File: src/rtl/guess_pkg.sv
// Shared definitions for the guess tracker: FSM state encoding and the ASCII
// constants used for letter classification and display.
package guess_pkg;

    typedef enum logic [2:0] {
        IDLE  = 3'd0,
        LOAD  = 3'd1,
        PLAY  = 3'd2,
        CHECK = 3'd3,
        WON   = 3'd4,
        LOST  = 3'd5
    } state_t;

    localparam logic [6:0] UNDERSCORE = 7'h5F;
    localparam logic [6:0] UPPER_A    = 7'h41;
    localparam logic [6:0] UPPER_Z    = 7'h5A;
    localparam logic [6:0] LOWER_A    = 7'h61;
    localparam logic [6:0] LOWER_Z    = 7'h7A;

endpackage

File: src/rtl/guess_tracker_letter_index.sv
// Maps a 7-bit ASCII character to its case-folded alphabet index 0-25 and
// flags whether the character is a letter at all.
module letter_index
    import guess_pkg::*;
(
    input  logic [6:0] ascii,
    output logic [4:0] index,
    output logic       valid
);

    logic [6:0] offset_s;

    // Case-insensitive letter classification.
    always_comb begin
        offset_s = 7'd0;
        index    = 5'd0;
        valid    = 1'b0;
        if (ascii >= UPPER_A && ascii <= UPPER_Z) begin
            offset_s = ascii - UPPER_A;
            index    = offset_s[4:0];
            valid    = 1'b1;
        end else if (ascii >= LOWER_A && ascii <= LOWER_Z) begin
            offset_s = ascii - LOWER_A;
            index    = offset_s[4:0];
            valid    = 1'b1;
        end else begin
            offset_s = 7'd0;
            index    = 5'd0;
            valid    = 1'b0;
        end
    end

endmodule

File: src/rtl/guess_tracker.sv
// Letter-guessing game tracker: holds a secret word, reveals slots as guesses
// match, counts misses and reports won/lost.
module guess_tracker
    import guess_pkg::*;
#(
    parameter int WORD_LEN   = 7,
    parameter int MAX_MISSES = 6
) (
    input  logic                  clk,
    input  logic                  rst,
    input  logic                  word_load,
    input  logic [7*WORD_LEN-1:0] word_in,
    input  logic                  guess_valid,
    input  logic [6:0]            guess_ascii,
    output logic                  guess_ready,
    output logic [7*WORD_LEN-1:0] disp,
    output logic                  hit,
    output logic                  miss,
    output logic                  dup,
    output logic                  bad,
    output logic [2:0]            miss_count,
    output logic                  won,
    output logic                  lost
);

    localparam logic [2:0] MAX_M = 3'(MAX_MISSES);

    state_t                state_r, state_n;
    logic [7*WORD_LEN-1:0] word_r, word_n;
    logic [WORD_LEN-1:0]   reveal_r, reveal_n;
    logic [25:0]           used_r, used_n;
    logic [2:0]            miss_cnt_r, miss_cnt_n;
    logic [6:0]            guess_r, guess_n;
    logic [7*WORD_LEN-1:0] disp_r, disp_n;
    logic                  hit_r, hit_n, miss_pulse_r, miss_pulse_n;
    logic                  dup_r, dup_n, bad_r, bad_n;
    logic                  won_r, lost_r, ready_r;

    logic [4:0]            guess_idx_s;
    logic                  guess_letter_s;
    logic [4:0]            slot_idx_s [WORD_LEN];
    logic [WORD_LEN-1:0]   slot_letter_s;
    logic [WORD_LEN-1:0]   match_s;

    letter_index u_guess_index (
        .ascii (guess_r),
        .index (guess_idx_s),
        .valid (guess_letter_s)
    );

    for (genvar i = 0; i < WORD_LEN; i++) begin : g_slot
        letter_index u_slot_index (
            .ascii (word_r[7*i +: 7]),
            .index (slot_idx_s[i]),
            .valid (slot_letter_s[i])
        );
        assign match_s[i] = slot_letter_s[i] && (slot_idx_s[i] == guess_idx_s);
    end

    // Next-state, next-datapath and result-pulse logic.
    always_comb begin
        state_n      = state_r;
        word_n       = word_r;
        reveal_n     = reveal_r;
        used_n       = used_r;
        miss_cnt_n   = miss_cnt_r;
        guess_n      = guess_r;
        hit_n        = 1'b0;
        miss_pulse_n = 1'b0;
        dup_n        = 1'b0;
        bad_n        = 1'b0;
        disp_n       = {WORD_LEN{UNDERSCORE}};
        if (word_load) begin
            state_n    = LOAD;
            word_n     = word_in;
            reveal_n   = '0;
            used_n     = 26'd0;
            miss_cnt_n = 3'd0;
        end else begin
            case (state_r)
                IDLE: state_n = IDLE;
                LOAD: begin
                    // Spaces, digits and punctuation are never guessable.
                    reveal_n = ~slot_letter_s;
                    state_n  = (&reveal_n) ? WON : PLAY;
                end
                PLAY: begin
                    if (guess_valid) begin
                        guess_n = guess_ascii;
                        state_n = CHECK;
                    end else begin
                        state_n = PLAY;
                    end
                end
                CHECK: begin
                    if (!guess_letter_s) begin
                        bad_n = 1'b1;
                    end else if (used_r[guess_idx_s]) begin
                        dup_n = 1'b1;
                    end else begin
                        used_n[guess_idx_s] = 1'b1;
                        reveal_n = reveal_r | match_s;
                        if (|match_s) begin
                            hit_n = 1'b1;
                        end else begin
                            miss_pulse_n = 1'b1;
                            if (miss_cnt_r < MAX_M) begin
                                miss_cnt_n = miss_cnt_r + 3'd1;
                            end else begin
                                miss_cnt_n = miss_cnt_r;
                            end
                        end
                    end
                    if (&reveal_n) begin
                        state_n = WON;
                    end else if (miss_cnt_n == MAX_M) begin
                        state_n = LOST;
                    end else begin
                        state_n = PLAY;
                    end
                end
                WON:     state_n = WON;
                LOST:    state_n = LOST;
                default: state_n = IDLE;
            endcase
        end
        for (int i = 0; i < WORD_LEN; i++) begin
            if (reveal_n[i] || state_n == LOST) begin
                disp_n[7*i +: 7] = word_n[7*i +: 7];
            end else begin
                disp_n[7*i +: 7] = UNDERSCORE;
            end
        end
    end

    // State and output registers.
    always_ff @(posedge clk) begin
        if (rst) begin
            state_r      <= IDLE;
            word_r       <= '0;
            reveal_r     <= '0;
            used_r       <= 26'd0;
            miss_cnt_r   <= 3'd0;
            guess_r      <= 7'd0;
            disp_r       <= {WORD_LEN{UNDERSCORE}};
            hit_r        <= 1'b0;
            miss_pulse_r <= 1'b0;
            dup_r        <= 1'b0;
            bad_r        <= 1'b0;
            won_r        <= 1'b0;
            lost_r       <= 1'b0;
            ready_r      <= 1'b0;
        end else begin
            state_r      <= state_n;
            word_r       <= word_n;
            reveal_r     <= reveal_n;
            used_r       <= used_n;
            miss_cnt_r   <= miss_cnt_n;
            guess_r      <= guess_n;
            disp_r       <= disp_n;
            hit_r        <= hit_n;
            miss_pulse_r <= miss_pulse_n;
            dup_r        <= dup_n;
            bad_r        <= bad_n;
            won_r        <= (state_n == WON);
            lost_r       <= (state_n == LOST);
            ready_r      <= (state_n == PLAY);
        end
    end

    assign guess_ready = ready_r;
    assign disp        = disp_r;
    assign hit         = hit_r;
    assign miss        = miss_pulse_r;
    assign dup         = dup_r;
    assign bad         = bad_r;
    assign miss_count  = miss_cnt_r;
    assign won         = won_r;
    assign lost        = lost_r;

endmodule

File: config.mk
export PLATFORM = sky130hd
export DESIGN_NAME = guess_tracker
export DESIGN_NICKNAME = d
export VERILOG_FILES = /design/src/rtl/guess_pkg.sv /design/src/rtl/guess_tracker_letter_index.sv /design/src/rtl/guess_tracker.sv
export SDC_FILE = /design/constraint.sdc
export NUM_CORES = 1
export LEC_CHECK = 0
export ABC_CLOCK_PERIOD_IN_PS = 6500
export BUFFER_PORTS_ARGS = -buffer_cell sky130_fd_sc_hd__buf_2
export CAP_MARGIN = 20
export CORE_AREA = 10 10 149 151
export DETAILED_ROUTE_END_ITERATION = 8
export DIE_AREA = 0 0 159 161
export PLACE_DENSITY = 0.6
export SYNTH_ARGS = -nofsm -noshare
export SYNTH_HDL_FRONTEND = slang
export SYNTH_SLANG_ARGS = --single-unit
File: constraint.sdc
create_clock -name clk -period 6.5 [get_ports clk]
set_input_delay 0.325 -clock clk [delete_from_list [all_inputs] [get_ports clk]]
set_output_delay 0.325 -clock clk [all_outputs]
set_load 0.01 [all_outputs]
==> impl_metrics.csv <==
group,metric,value,unit
floorplan,die_y,161,um
worst_hold_path,min_from,"word_in[13]",
worst_setup_path,reg2reg_slack,1.62,ns
placement,pre_cts_ws,1.71,ns
floorplan,die_area,25600,sq um
floorplan,die-width,159,um
synthesis,ys_seq_area_share,40.7,%
detailed_routing,avgViaCountPerCell,5.34,
cts,ctsHtreeMaxLevel,4,
pwr,power_density,249,nW/um^2
timing,max_freq,0.205,GHz
cts,cts_buffers,17,
global_route,grt_max_degree,60,
cts,cts_buffer_depth,2,
worst_hold_path,min_to,"disp[13]",
cts,clkTransAtPathRegs,0.07,ns
detailed_routing,vias,6483,
worst_setup_path,reg2regPathDepth,13,
outcome,run_status,"completed",
global_route,grt-ovfl-total,0,
finish,drive_gt1_share,19.7,%
synthesis,netlist_instances,830,
cts,clock-root-buffer,"clkbuf_16",
worst_setup_path,cp-end-kind,"flop",
timing,setup-violations-final,0,
worst_setup_path,crit_arrival,5.21,ns
worst_setup_path,reg2reg_to,"disp[40]",
placement,placed_cells,1182,
detailed_routing,first_pass_iters,5,
timing,whs,0.134,ns
synthesis,synth.net_count,915,
cts,postCtsSetupBuffers,0,
worst_setup_path,crit_fanout,44,
synthesis,yosys_most_used_dff,"dfxtp_1",
finish,antenna_cells,0,
floorplan,rows,51,
finish,syn2layout_area_growth,18.4,%
global_route,track_usage,16.6,%
global_route,grt_pass1_wl,34600,um
placement,portBuffers,118,
synthesis,syn_avg_cell_area,8.94,sq um
finish,nets,1021,
detailed_routing,final_antenna_net_count,0,
pwr,ir_drop,0.180,mV
floorplan,start_util,38.6,%
job,drv_cap,0,
cts,cts_sinks,151,
floorplan,core_area,19200,sq um
detailed_routing,first_iter_violations,464,
detailed_routing,wl_per_cell,17.7,um
finish,stdcell_count,1214,
timing,slew_viol_final,0,
timing,worst_pin_slew,1.04,ns
placement,dpl.hpwl,15800,um
detailed_routing,drc,0,
timing,fin_crit_sh,75.1,%
synthesis,ys_seq_elements,151,
cts,post_cts_resized,0,
timing,rsz0062_at_grt,"no",
worst_setup_path,start_kind,"flop",
cts,cts_tree,"built",
timing,timing.final.ws_setup,1.62,ns
timing,fin_crit,4.88,ns
pwr,leakage,3.46,nW
global_route,grt_pass1_vias,6358,
worst_hold_path,hp-class,"input pin to flop",
synthesis,syn_area,7420,sq um
finish,fillers,1886,
synthesis,synth_edf_count,0,
timing,final-hold-violation-count,0,
cts,cts.hold.buffers_added,0,
synthesis,ys_warn_count,0,
worst_hold_path,worstHoldPathCells,3,
timing,skew,0.0152,ns
synthesis,ys_types,76,
timing,relSlewSlack,30.1,%
worst_setup_path,r2r_start,"guess_r[0]",
placement,gp_congestion,0.956,
worst_setup_path,required,6.83,ns
detailed_routing,routed_wl,21500,um
finish,post-route-util,45.8,%
cts,clock_latency,0.44,ns
timing,fin_setup_tns,0,ns
global_route,antenna_found_initial,0,
worst_setup_path,path_class,"flop to flop",
floorplan,ioPinCount,119,
synthesis,synthArstFlopShare,0,%
-- worst max path at each step --
stage,from,endpoint,slack [ns],depth (start not counted)
after floorplan,guess_r[0],disp[40],2.03,17
after CTS,guess_r[0],disp[40],1.69,13
after global routing,guess_r[0],disp[40],1.33,13
after detailed placement,guess_r[0],disp[40],1.71,13
after global placement,guess_r[0],disp[40],1.87,13
final,guess_r[0],disp[40],1.62,13
-- power by group --
part | switching, mW | internal, mW | total (mW)
clock | 0.413 | 0.564 | 0.978
combinational | 0.126 | 0.0987 | 0.225
sequential | 0.0310 | 0.957 | 0.988
total | 0.570 | 1.62 | 2.19
-- routing by layer --
layer | GRT usage, % | wire length [um]
met5 | 0 | 0
met4 | 5.52 | 401
met3 | 3.86 | 1280
met2 | 25.6 | 9490
met1 | 22.3 | 10300
-- kinds of logic (layout without fill, tap and decap cells) --
| kind of cell | Yosys count | in the layout | synth area share, % |
|---|---|---|---|
| flip-flops | 151 | 151 | 40.7 |
| buffers and inverters | 78 | 197 | 4.94 |
| XOR/XNOR | 44 | 44 | 5.19 |
| AO/OA/AOI/OAI | 199 | 199 | 17.0 |
| multiplexers | 63 | 63 | 8.68 |
| AND/OR/NAND/NOR | 270 | 270 | 19.2 |
| adder cells (fa/ha/maj) | 25 | 25 | 4.22 |
-- synth_stat cells (all sizes together), types with 7 or more instances --
library cell	instances	area, sq um
dfxtp	151	3020
nor2	113	424
o21ai	68	340
mux2i	61	611
a21oi	52	260
inv	35	134
xnor2	28	245
nor3	27	146
ha	25	313
buf	23	156
nand2	22	85.1
clkbuf	20	76.3
nand4	18	119
xor2	16	140
nand3	15	75.1
a31oi	12	75.1
nor2b	12	75.1
nor3b	11	82.6
o31ai	10	75.1
o211ai	9	77.6
a211oi	8	60.1
or2	8	50.1
or4	7	60.1
-- sequential cells by signal, indices dropped and copies added, names as in the netlist --
| name | cells |
|---|---|
| guess_r | 7 |
| lost | 1 |
| guess_ready | 1 |
| dup | 1 |
| bad | 1 |
| state_r | 3 |
| used_r | 26 |
| disp | 49 |
| reveal_r | 7 |
| miss | 1 |
| word_r | 49 |
| hit | 1 |
| miss_count | 3 |
| won | 1 |
-- worst max-delay path: stages, from the launching register on --
cell       delay [ns]
dfxtp_1          0.31
buf_4            0.22
or4_4            0.60
o211a_1          0.48
nand2_1          0.43
a2111oi_0        0.17
nor4_2           0.55
nand2_2          0.28
o21bai_1         0.25
o2111ai_2        0.20
or2_1            0.29
o221ai_4         0.40
inv_4            0.26
o21ba_2          0.29
-- area by class of cell --
type                            count  area (sq um)  area share [%]
Timing Repair Buffer              130           681            7.74
Multi-Input combinational cell    601          4040            45.9
Tap cell                          265           332            3.77
Clock inverter                     11           113            1.28
Inverter                           35           134            1.52
Sequential cell                   151          3020            34.4
Clock buffer                       21           470            5.35
-- cell usage in the layout (no fill, tap or decap), types with 11 or more instances in the layout --
cell type  instances
nor3_1            26
xor2_1            16
inv_1             34
a31oi_1           12
o21ai_1           40
nor3b_1           11
nand3_1           15
xnor2_1           28
buf_4             12
mux2i_1           61
dfxtp_1          151
a21oi_1           52
nor2_1           113
nor2b_1           12
nand2_1           21
buf_2            118
o21ai_0           28
nand4_1           17
ha_1              25
clkbuf_16         17
-- stage by stage --
stage               area, sq um  total power [mW]
floorplan                  7420              1.15
global route               8790              2.28
detailed placement         8210              1.23
finish                     8790              2.19
global placement           8210              1.23
CTS                        8790              2.21
Note: power is estimated with default switching activity, not from simulation.
